## src/rtl/volatility_rd_ctrl.sv

```systemverilog
// volatility_rd_ctrl: mirrors per-stock write pointers and streams one stock's window oldest->newest.
// Define VOL_RD_ACCUM_EN to build the o_sum window accumulator; otherwise o_sum is tied to 0.
module volatility_rd_ctrl #(
  parameter int NUM_STOCKS  = 4,
  parameter int BUFFER_SIZE = 20,
  parameter int DATA_WIDTH  = 32,
  localparam int SW   = $clog2(NUM_STOCKS),
  localparam int AW   = $clog2(NUM_STOCKS * BUFFER_SIZE),
  localparam int LW   = $clog2(BUFFER_SIZE),
  localparam int CW   = $clog2(BUFFER_SIZE + 1),
  localparam int SUMW = DATA_WIDTH + CW
) (
  input  logic                  i_clk,
  input  logic                  i_reset,
  input  logic                  i_wr_valid,
  input  logic [SW-1:0]         i_wr_stock_id,
  input  logic                  i_rd_req,
  input  logic [SW-1:0]         i_rd_stock_id,
  output logic                  o_req_ready,
  output logic                  o_mem_rd_en,
  output logic [AW-1:0]         o_mem_rd_address,
  input  logic [DATA_WIDTH-1:0] i_mem_rd_data,
  output logic [DATA_WIDTH-1:0] o_sample,
  output logic                  o_sample_valid,
  output logic                  o_sample_last,
  input  logic                  i_sample_ready,
  output logic                  o_done,
  output logic [CW-1:0]         o_count,
  output logic [SUMW-1:0]       o_sum
);
  typedef enum logic [1:0] {IDLE, READ, DRAIN, DONE} state_t;
  state_t state, state_nx;
  logic [LW-1:0] ptr [NUM_STOCKS];
  logic [CW-1:0] cnt [NUM_STOCKS];
  logic [SW-1:0] sid;
  logic [LW-1:0] loc;
  logic [CW-1:0] iss;
  logic infl, infl_last;
  logic [DATA_WIDTH-1:0] f_d [2];
  logic f_l [2];
  logic [1:0] fcnt;
  logic acc, pop, push, fifo_pop, wr_idx;
  assign acc = i_rd_req && o_req_ready;
  always_ff @(posedge i_clk)
    if (i_reset) state <= IDLE;
    else state <= state_nx;
  always_comb begin
    state_nx = state;
    case (state)
      IDLE:    if (acc) state_nx = cnt[i_rd_stock_id] == '0 ? DONE : READ;
      READ:    if (o_mem_rd_en && iss == o_count - CW'(1)) state_nx = DRAIN;
      DRAIN:   if (pop && o_sample_last) state_nx = DONE;
      default: state_nx = IDLE;
    endcase
  end
  // Credit: FIFO entries plus the read in flight never exceed the two FIFO slots.
  always_comb begin
    o_req_ready = state == IDLE;
    o_done      = state == DONE;
    o_mem_rd_en = state == READ && (fcnt == 2'd0 || (fcnt == 2'd1 && !infl));
  end
  always_ff @(posedge i_clk)
    if (i_reset) begin
      for (int s = 0; s < NUM_STOCKS; s++) begin
        ptr[s] <= '0;
        cnt[s] <= '0;
      end
    end else if (i_wr_valid) begin
      ptr[i_wr_stock_id] <= ptr[i_wr_stock_id] == LW'(BUFFER_SIZE - 1) ? '0 : ptr[i_wr_stock_id] + LW'(1);
      cnt[i_wr_stock_id] <= cnt[i_wr_stock_id] == CW'(BUFFER_SIZE) ? cnt[i_wr_stock_id] : cnt[i_wr_stock_id] + CW'(1);
    end
  always_ff @(posedge i_clk)
    if (i_reset) begin
      sid     <= '0;
      loc     <= '0;
      iss     <= '0;
      o_count <= '0;
    end else if (acc) begin
      sid     <= i_rd_stock_id;
      loc     <= cnt[i_rd_stock_id] < CW'(BUFFER_SIZE) ? '0 : ptr[i_rd_stock_id];
      iss     <= '0;
      o_count <= cnt[i_rd_stock_id];
    end else if (o_mem_rd_en) begin
      loc <= loc == LW'(BUFFER_SIZE - 1) ? '0 : loc + LW'(1);
      iss <= iss + CW'(1);
    end
  assign o_mem_rd_address = AW'(sid) * AW'(BUFFER_SIZE) + AW'(loc);
  // Returning data bypasses an empty FIFO so the first sample appears the cycle after its read.
  assign o_sample_valid = fcnt != 2'd0 || infl;
  assign o_sample       = fcnt != 2'd0 ? f_d[0] : infl ? i_mem_rd_data : '0;
  assign o_sample_last  = fcnt != 2'd0 ? f_l[0] : infl && infl_last;
  assign pop      = o_sample_valid && i_sample_ready;
  assign fifo_pop = pop && fcnt != 2'd0;
  assign push     = infl && !(pop && fcnt == 2'd0);
  assign wr_idx   = fcnt[0] && !fifo_pop;
  always_ff @(posedge i_clk)
    if (i_reset) begin
      infl      <= 1'b0;
      infl_last <= 1'b0;
      fcnt      <= '0;
    end else begin
      infl      <= o_mem_rd_en;
      infl_last <= iss == o_count - CW'(1);
      if (fifo_pop) begin
        f_d[0] <= f_d[1];
        f_l[0] <= f_l[1];
      end
      if (push) begin
        f_d[wr_idx] <= i_mem_rd_data;
        f_l[wr_idx] <= infl_last;
      end
      fcnt <= fcnt - {1'b0, fifo_pop} + {1'b0, push};
    end
`ifdef VOL_RD_ACCUM_EN
  always_ff @(posedge i_clk)
    if (i_reset || acc) o_sum <= '0;
    else if (pop) o_sum <= o_sum + SUMW'(o_sample);
`else
  assign o_sum = '0;
`endif
endmodule

```

## config.mk

```make
export PLATFORM = sky130hd
export DESIGN_NAME = volatility_rd_ctrl
export DESIGN_NICKNAME = d
export VERILOG_FILES = /design/src/rtl/volatility_rd_ctrl.sv
export SDC_FILE = /design/constraint.sdc
export NUM_CORES = 1
export LEC_CHECK = 0
export ABC_CLOCK_PERIOD_IN_PS = 5170
export CAP_MARGIN = 20
export CORE_MARGIN = 8
export CORE_UTILIZATION = 46
export DETAILED_ROUTE_END_ITERATION = 8
export PLACE_DENSITY = 0.72
export SYNTH_ARGS = -nofsm -noshare
export SYNTH_HDL_FRONTEND = slang
export SYNTH_SLANG_ARGS = --single-unit
```

## constraint.sdc

```tcl
create_clock -name i_clk -period 5.17 [get_ports i_clk]
set_input_delay 0.517 -clock i_clk [delete_from_list [all_inputs] [get_ports i_clk]]
set_output_delay 0.517 -clock i_clk [all_outputs]
set_load 0.01 [all_outputs]
```

# Word level (Yosys, flattened, before mapping)
# Memory sizes are Yosys's and may differ from the RTL's.
# Cells that the tools add are included.
[word_totals]
n_memories = 4
out_inout_bits = 86
word_cells = 89
ram_bits = 106
inputBits = 41
ff_bits = 23
[classes]
magnitude_cmp = 1
muxes = 31
n_eq_ne = 11
n_mul = 1
n_reduce_logical = 25
add_sub_neg = 8
[mem_list]
columns = ["memory", "words", "width", "read_ports", "rd_clocked_by_memory_dff", "wr", "line_no", "text"]
rows = [
  ["f_d", 2, 32, 2, 0, 2, "39", "logic [DATA_WIDTH-1:0] f_d [2];"],
  ["cnt", 4, 5, 2, 0, 4, "34", "logic [CW-1:0] cnt [NUM_STOCKS];"],
  ["ptr", 4, 5, 2, 0, 4, "33", "logic [LW-1:0] ptr [NUM_STOCKS];"],
  ["f_l", 2, 1, 2, 0, 2, "40", "logic f_l [2];"],
]
[ops]
columns = ["op", "count"]
rows = [
  ["32-bit two-way mux", 2],
  ["5-bit two-way mux", 8],
  ["5-bit by 1-bit adder with 5-bit output (second input constant)", 4],
  ["5-bit == test (second input constant)", 3],
  ["1-bit two-way mux", 14],
  ["2-bit two-way mux", 6],
  ["1-bit logical AND", 11],
  ["5-bit OR reduction", 2],
  ["7-bit by 5-bit adder with 7-bit output", 1],
  ["2-bit one-hot mux with 3 select lines", 1],
  ["5-bit == test", 1],
  ["5-bit zero test", 1],
  ["5-bit < comparator (second input constant)", 1],
  ["2-bit by 3-bit multiplier with 5-bit output (second input constant)", 1],
  ["5-bit by 1-bit subtractor with 5-bit output (second input constant)", 1],
  ["2-bit by 1-bit == test with 1-bit output (second input constant)", 2],
  ["2-bit == test (second input constant)", 2],
  ["2-bit zero test", 2],
  ["2-bit != test (second input constant)", 2],
  ["2-bit nonzero test", 2],
  ["1-bit zero test", 3],
  ["3-bit AND reduction", 1],
  ["2-bit by 1-bit adder with 2-bit output", 1],
  ["1-bit logical OR", 2],
  ["3 further kinds", 3],
]

# Logic depth before layout (Yosys ltp)
# Gate-level depths: netlist of run 1.
[logic_depth]
ltp_word = 9
depth_mapped = 9
ltp_nobuf = 8

# Worst setup path after synthesis of run 1
# No wires, ideal clock.
[synth_timing]
kind = "input to register"
from = "input i_reset"
to = "memory f_d[1][0] (enable)"
path_slack_ns = 1.358
n_path_buf = 2
path_stages = 3
required_ns = 4.699
arrival_ns = 3.340
setup_ns = 0.471
path_cell_list = "buf_4 -> clkbuf_1 -> nor3b_1"
[synth_lines]
columns = ["item", "line_no", "text"]
rows = [
  ["start, declared", "14", "input logic i_reset,"],
  ["end, declared", "39", ""],
]

==> summary.txt, run 1 <==
STA
  • Final Hold Vio Count: 0
  • Period utilization: 0.554
  • Final total negative setup slack: 0 ns
  • Largest clock skew in the final design: roughly 0.007 ns
  • Final worst hold slack: ~0.47 ns
  • Unrepaired setup endpoints after global routing: false
  • Final critical delay including setup and external delays: approximately 2.9 ns
  • Slew of the pin with the lowest slew margin: between 0.8 and 0.9 ns
  • Top achievable clock speed: 349 MHz
  • Number of max-slew violations in the final report: 0
  • Worst slew margin relative to its limit: 0.423
  • Worst setup slack after layout: between 2 and 2.5 ns
  • Final setup fails: 0

Global route
  • Antenna violations before repair: 0
  • Global-route wire length before repair: 24300 µm
  • Aggregate global routing overflow: 0
  • Maximum number of pins on one net before global-route repair: 37
  • Number of global-route vias before repair: 4684
  • Global Route Usage Sum: 0.166

Pwr
  • Proportion of power drawn by flip-flops and latches: 0.349
  • Peak supply drop: about 0.27 mV
  • Gate power share: 0.336
  • Power density normalized to cell area: around 460 nW/µm²
  • Part of the power in the clock network: 0.315
  • Leak pwr: between 0.003 and 0.004 µW
  • Switching pwr: 1270 µW
  • Switch share: 0.333
  • Int Pwr: ~2600 µW

Clock tree
  • Buffer type at the clock tree root: sky130_fd_sc_hd__clkbuf_16
  • Max clock buf depth: 2
  • # hold bufs at CTS: 0
  • TritonCTS clock tree: done
  • Cts repair resizes: 0
  • Post-CTS Setup Repair Bufs: 0
  • Sink Count: roughly 130
  • Clock latency of the later-clocked register in the worst-skew pair: ~0.41 ns
  • Number of buffers created by CTS: 17
  • Clk pin slew, worst setup/hold paths: roughly 0.06 ns
  • H-tree levels: 4

Floorplanning
  • Die Ht: around 140 µm
  • Die X-Extent: between 100 and 150 µm
  • Num rows: 44
  • I/O pin count: 127
  • Starting density of the core: 0.468
  • Core Region: around 14000 µm²
  • Die Footprint: 18900 µm²

Yosys
  • Most frequently used flop master after synthesis: sky130_fd_sc_hd__edfxtp_1
  • #FFs+latches synth: around 130
  • Number of flops mapped to enable cells by yosys: ~110
  • Post-synth ARST share: 0
  • Netlist area before placement: slightly below 7000 µm²
  • Leading post-synthesis cells by cell area: sky130_fd_sc_hd__edfxtp_1, sky130_fd_sc_hd__dfxtp_1, sky130_fd_sc_hd__mux2_2, sky130_fd_sc_hd__nand2_1, sky130_fd_sc_hd__buf_4
  • Syn Inst Count: 587
  • Area share of the largest cell type after synthesis: 0.470
  • Mean instance size in the synthesized netlist: approximately 12 µm²
  • Register area share after synthesis: 0.538
  • Count of distinct cell types in the synthesized netlist: 53
  • Yosys warning count: 0
  • Yosys top cell by area: sky130_fd_sc_hd__edfxtp_1

Final layout
  • Fraction of final layout cells with drive strength greater than 1: 0.138
  • Layout overhead on the synthesized area: 21.8%
  • Antenna diode instance count: 0
  • Net total in the final layout: between 700 and 800

Detailed routing
  • Final wirelength: between 15000 and 20000 µm
  • Average detailed-routed wire length per instance: 17.9 µm
  • Post-route antenna net violation count: 0
  • Via density: 5.33
  • # DRC: 0
  • Iteration-0 DRC Markers: 283
  • Via total after detailed routing: between 4000 and 5000
  • Drt pass-1 iters: 4

Worst setup path
  • WP data required: between 5 and 6 ns
  • Worst setup EP type: register
  • Largest fanout of any net on the critical path: 14
  • Worst path arrival time: approximately 3.0 ns
  • Nature of the critical path startpoint: input pin
  • Type of the setup path with the least slack: in -> reg

Min path
  • Worst Hold Class: reg -> reg

Place
  • Number of buffers inserted by port buffering: approximately 90
  • Detail Placement HPWL: about 11000 µm
  • Gpl congestion: around 0.86
  • Worst setup slack before clock tree synthesis: roughly 1.8 ns

Status
  • Result of the run: finished, final reports clean

Flow run
  • Number of maximum-capacitance violations: 0
==> logic make-up (layout without fill, tap and decap cells) <==
| logic type | count (synthesis) | count (layout) | synth area share |
|---|---|---|---|
| flip-flops | 129 | 129 | 0.538 |
| buffers and inverters | 96 | 156 | 0.0789 |
| AND/OR/NAND/NOR | 230 | 230 | 0.153 |
| AO/OA/AOI/OAI | 39 | 39 | 0.0416 |
| multiplexers | 55 | 55 | 0.129 |
| other | 1 | 37 | 0.000554 |
| XOR/XNOR | 20 | 20 | 0.0270 |
| adder cells (fa/ha/maj) | 17 | 17 | 0.0325 |
==> state kept, by name, summed over array words and instances, names as in the netlist <==
name / cells
f_d: 64
infl: 1
sid: 2
f_l: 2
loc: 5
infl_last: 1
iss: 5
ptr: 20
o_count: 5
fcnt: 2
cnt: 20
state: 2
==> synthesized netlist by cell type, types with 3 or more instances <==
| cell type | count |
|---|---|
| sky130_fd_sc_hd__or3_1 | 3 |
| sky130_fd_sc_hd__edfxtp_1 | 106 |
| sky130_fd_sc_hd__nor2_1 | 56 |
| sky130_fd_sc_hd__a211oi_1 | 3 |
| sky130_fd_sc_hd__ha_1 | 16 |
| sky130_fd_sc_hd__nand2_1 | 93 |
| sky130_fd_sc_hd__nand3_1 | 37 |
| sky130_fd_sc_hd__o22ai_1 | 3 |
| sky130_fd_sc_hd__clkbuf_1 | 20 |
| sky130_fd_sc_hd__nand3b_1 | 3 |
| sky130_fd_sc_hd__nand2b_1 | 9 |
| sky130_fd_sc_hd__dfxtp_1 | 23 |
| sky130_fd_sc_hd__mux2_2 | 32 |
| sky130_fd_sc_hd__o21ai_0 | 5 |
| sky130_fd_sc_hd__inv_1 | 28 |
| sky130_fd_sc_hd__mux4_2 | 12 |
| sky130_fd_sc_hd__xnor2_1 | 9 |
| sky130_fd_sc_hd__xor2_1 | 10 |
| sky130_fd_sc_hd__nor3_1 | 9 |
| sky130_fd_sc_hd__or2_2 | 4 |
| sky130_fd_sc_hd__a21oi_1 | 11 |
| sky130_fd_sc_hd__mux4_1 | 8 |
| sky130_fd_sc_hd__nor2b_1 | 5 |
| sky130_fd_sc_hd__buf_2 | 4 |
| sky130_fd_sc_hd__buf_4 | 41 |
==> critical path: stages <==
cell                              delay, ns
sky130_fd_sc_hd__clkdlybuf4s50_1       1.02
sky130_fd_sc_hd__mux4_2                0.66
sky130_fd_sc_hd__inv_1                 0.08
sky130_fd_sc_hd__ha_1                  0.15
sky130_fd_sc_hd__nand4b_1              0.18
sky130_fd_sc_hd__xnor2_2               0.25
sky130_fd_sc_hd__or2_1                 0.13
sky130_fd_sc_hd__inv_1                 0.04
==> through the flow <==
stage / std cells / util / instance area (µm²) / power [µW]
after floorplan: 623 / - / 6910 / 2090
after global placement: 835 / 0.529 / 7660 / 2610
after detailed placement: 835 / 0.529 / 7660 / 2650
after CTS: 867 / 0.570 / 8250 / 3860
after global routing: 867 / 0.570 / 8250 / 4020
final: 867 / 0.570 / 8250 / 3820
==> per-layer routing <==
| metal | wire (µm) | vias up | part of all wire | GRT usage |
|---|---|---|---|---|
| li1 | - | 2178 | - | - |
| met1 | 6220 | 2271 | 0.40 | 0.194 |
| met2 | 8100 | 149 | 0.52 | 0.289 |
| met3 | 864 | 25 | 0.056 | 0.0394 |
| met4 | 310 | 0 | 0.020 | 0.0628 |
| met5 | 0 | - | 0 | 0 |
==> area by class of cell <==
type | count | area [µm²]
clock buffer | 17 | 425
clock inverter | 15 | 170
fill | 1185 | 6230
inverter | 29 | 109
multi-input combinational | 398 | 2740
sequential | 129 | 3640
tap | 184 | 230
timing repair buffer | 95 | 936
==> placed cells by master, fill, tap and decap left out, types with 10 or more instances in the layout <==
master,count
sky130_fd_sc_hd__inv_1,28
sky130_fd_sc_hd__a21oi_1,11
sky130_fd_sc_hd__nor2_1,55
sky130_fd_sc_hd__nand3_1,37
sky130_fd_sc_hd__conb_1,37
sky130_fd_sc_hd__mux4_2,12
sky130_fd_sc_hd__dfxtp_1,23
sky130_fd_sc_hd__clkbuf_16,17
sky130_fd_sc_hd__mux2_2,32
sky130_fd_sc_hd__nand2_1,93
sky130_fd_sc_hd__ha_1,16
sky130_fd_sc_hd__edfxtp_1,106
sky130_fd_sc_hd__xor2_1,10
sky130_fd_sc_hd__clkdlybuf4s50_1,89
==> power by group through the flow <==
stage | logic (µW) | clock network, µW | registers [µW]
after detailed placement | 1300 | 0 | 1360
final | 1290 | 1200 | 1330
after floorplan | 768 | 0 | 1320
after global routing | 1410 | 1260 | 1350
after global placement | 1270 | 0 | 1350
after CTS | 1300 | 1230 | 1330
==> worst paths after layout <==
path	start	endpoint	slack [ns]	cells past startpoint
max reg2reg	infl	f_d[0][10]	2.82	3
max	i_wr_stock_id[0]	cnt[3][0]	2.30	8
min reg2reg	infl_last	f_l[1]	0.47	0
min	infl_last	f_l[1]	0.47	0
(Power assumes the default switching activity.)
==> run 2: changes to the inputs <==
--- a/config.mk
+++ b/config.mk
@@ -5,12 +5,12 @@
 export SDC_FILE = /design/constraint.sdc
 export NUM_CORES = 1
 export LEC_CHECK = 0
-export ABC_CLOCK_PERIOD_IN_PS = 5170
+export ABC_CLOCK_PERIOD_IN_PS = 2380
 export CAP_MARGIN = 20
 export CORE_MARGIN = 8
 export CORE_UTILIZATION = 46
 export DETAILED_ROUTE_END_ITERATION = 8
-export PLACE_DENSITY = 0.72
+export PLACE_DENSITY = 0.75
 export SYNTH_ARGS = -nofsm -noshare
 export SYNTH_HDL_FRONTEND = slang
 export SYNTH_SLANG_ARGS = --single-unit
==> constraint.sdc (replaced) <==
create_clock -name i_clk -period 2.38 [get_ports i_clk]
set_input_delay 0.238 -clock i_clk [delete_from_list [all_inputs] [get_ports i_clk]]
set_output_delay 0.238 -clock i_clk [all_outputs]
set_load 0.01 [all_outputs]
==> run 2 against run 1 <==
First-iteration DRC count fell by 18%. Worst setup slack worse by 2.2 ns. Highest routed layer unchanged. Largest cell class unchanged. Design area grew 3.7%.
==> summary.txt, run 2 (same netlist as run 1, synthesis figures left out) <==
Final layout
  • Antenna diode instance count: 0
  • Fraction of final layout cells with drive strength greater than 1: 0.185
  • Max FFs per register: 64
  • Register containing the most flip-flops in the final layout: f_d
  • Final std cell area, no fill: 8560 µm²
  • Most frequent standard cell in the layout excluding fill and tap cells: sky130_fd_sc_hd__edfxtp_1
  • Layout overhead on the synthesized area: 26.4%
  • Commonest non-fill, non-tap cells in the layout: sky130_fd_sc_hd__edfxtp_1, sky130_fd_sc_hd__nand2_1, sky130_fd_sc_hd__clkdlybuf4s50_1
  • Leading registers by flop count: f_d (64), cnt (20), ptr (20)
  • Net total in the final layout: between 700 and 800

Min path
  • Worst Hold Path Cells: 1
  • WHS Endpoint: f_d[1][26]
  • Worst Hold Class: in -> reg
  • Beginning of the worst hold path: i_mem_rd_data[26]

Detailed routing
  • Average detailed-routed wire length per instance: around 17 µm
  • # DRC: 0
  • Iteration-0 DRC Markers: between 200 and 250
  • Post-route antenna net violation count: 0
  • Final wirelength: around 15000 µm
  • Via total after detailed routing: roughly 4700
  • Drt pass-1 iters: 6
  • Via density: approximately 5.2

Worst setup path
  • Largest fanout of any net on the critical path: 32
  • Number of cells on the worst reg-to-reg path: 8
  • Worst setup EP type: output port
  • Worst reg2reg setup slack: between 0.3 and 0.4 ns
  • Launching point of the worst reg2reg path: state[1]
  • Nature of the critical path startpoint: register
  • Type of the setup path with the least slack: reg -> out
  • WP data required: about 2.1 ns
  • Worst path arrival time: about 2 ns
  • Reg-to-reg critical path endpoint: state[0]

Clock tree
  • Clk pin slew, worst setup/hold paths: roughly 0.06 ns
  • Post-CTS Setup Repair Bufs: 0
  • Buffer type at the clock tree root: sky130_fd_sc_hd__clkbuf_16
  • H-tree levels: 4
  • # hold bufs at CTS: 0
  • Clock latency of the later-clocked register in the worst-skew pair: ~0.42 ns
  • Max clock buf depth: 2
  • Sink Count: about 130
  • Number of buffers created by CTS: 17
  • TritonCTS clock tree: done

STA
  • Final setup fails: 0
  • Top achievable clock speed: between 400 and 500 MHz
  • Unrepaired setup endpoints after global routing: true
  • Final Hold Vio Count: 0
  • Largest clock skew in the final design: around 0.007 ns
  • Final total negative setup slack: 0 ns
  • Number of max-slew violations in the final report: 0
  • Period utilization: 0.950
  • Worst setup slack after layout: about 0.12 ns
  • Final critical delay including setup and external delays: around 2.3 ns

Place
  • Worst setup slack before clock tree synthesis: -0.165 ns
  • Detail Placement HPWL: ~11000 µm
  • Gpl congestion: 0.907
  • Number of buffers inserted by port buffering: 89
  • Post-DP Area: 7980 µm²

Floorplanning
  • I/O pin count: around 130
  • Die Ht: between 100 and 150 µm
  • Num rows: 44
  • Die X-Extent: 137 µm
  • Core Region: ~14000 µm²
  • Die Footprint: between 15000 and 20000 µm²
  • Starting density of the core: 0.468

Global route
  • Global Route Usage Sum: 0.169
  • Aggregate global routing overflow: 0
  • Global-route wire length before repair: roughly 25000 µm
  • Number of global-route vias before repair: 4764
  • Maximum number of pins on one net before global-route repair: 36
  • Antenna violations before repair: 0

Pwr
  • Power density normalized to cell area: 966 nW/µm²
  • Switch share: 0.330
  • Proportion of power drawn by flip-flops and latches: 0.350
  • Gate power share: 0.354
  • Int Pwr: about 5500 µW
  • Switching pwr: around 2700 µW
  • Leak pwr: approximately 0.0034 µW
  • Part of the power in the clock network: 0.296
  • Peak supply drop: ~0.50 mV

Flow run
  • Number of maximum-capacitance violations: 0

Status
  • Result of the run: finished, final reports clean
## run 2: changes by cell type in the layout (fill, tap and decap cells not counted), sizes merged
cell	before	now
buf	6	42
clkdlybuf4s50	89	84
dlygate4sd2	0	3
inv	36	33
clkinvlp	2	4
dlymetal6s2s	0	2
bufinv	2	1
clkbuf	17	18
clkinv	4	5
## run 2: timing repair
action                     4_1_cts  5_1_grt
setup endpoints to repair        6        8
pin swaps                        0        0
gates resized for setup          6        6
## run 2: worst max-delay path, cell delays in order, from the launching register on
cell	delay (ns)
sky130_fd_sc_hd__dfxtp_1	0.46
sky130_fd_sc_hd__or2_2	0.18
sky130_fd_sc_hd__buf_6	0.25
sky130_fd_sc_hd__nand2_1	0.09
sky130_fd_sc_hd__nand2_1	0.08
sky130_fd_sc_hd__clkdlybuf4s50_1	0.54
## run 2: worst max path at each step
stage	endpoint	from	slack (ns)
after floorplan	f_d[0][0]	fcnt[1]	0.17
after global placement	cnt[0][0]	i_wr_stock_id[0]	-0.10
after detailed placement	cnt[1][0]	i_wr_stock_id[0]	-0.17
after CTS	o_mem_rd_address[5]	sid[1]	0.03
after global routing	o_mem_rd_en	state[1]	-0.02
final	o_sample[24]	fcnt[0]	0.12
## run 2: metal layers
| layer | GRT usage | part of all wire | vias up |
|---|---|---|---|
| met3 | 0.0460 | 0.069 | 28 |
| met2 | 0.298 | 0.52 | 161 |
| met5 | 0 | 0 | - |
| met1 | 0.192 | 0.39 | 2264 |
| met4 | 0.0652 | 0.020 | 0 |
| li1 | - | - | 2245 |
## run 2: area by class of cell
class	instances	area (µm²)
Tap cell	184	230
Fill cell	1155	5920
Timing Repair Buffer	131	1260
Clock inverter	14	130
Multi-Input combinational cell	398	2740
Sequential cell	129	3650
Clock buffer	18	429
Inverter	29	113
## run 2: per-stage QoR
step	hold slack, ns	total power (µW)	utilization	instances
6_report	0.433	8270	0.591	903
5_1_grt	0.436	8730	0.591	903
4_1_cts	0.413	8350	0.590	903
3_5_place_dp	0.436	5880	0.551	871
3_3_place_gp	0.434	5800	0.551	871
2_1_floorplan	0.337	4550	-	623
## run 2: power groups by stage
stage / clock (µW) / sequential (µW) / combinational [µW]
after global routing: 2590 / 2930 / 3210
final: 2450 / 2890 / 2930
after detailed placement: 0 / 2930 / 2950
after global placement: 0 / 2910 / 2880
after CTS: 2500 / 2890 / 2960
after floorplan: 0 / 2870 / 1670
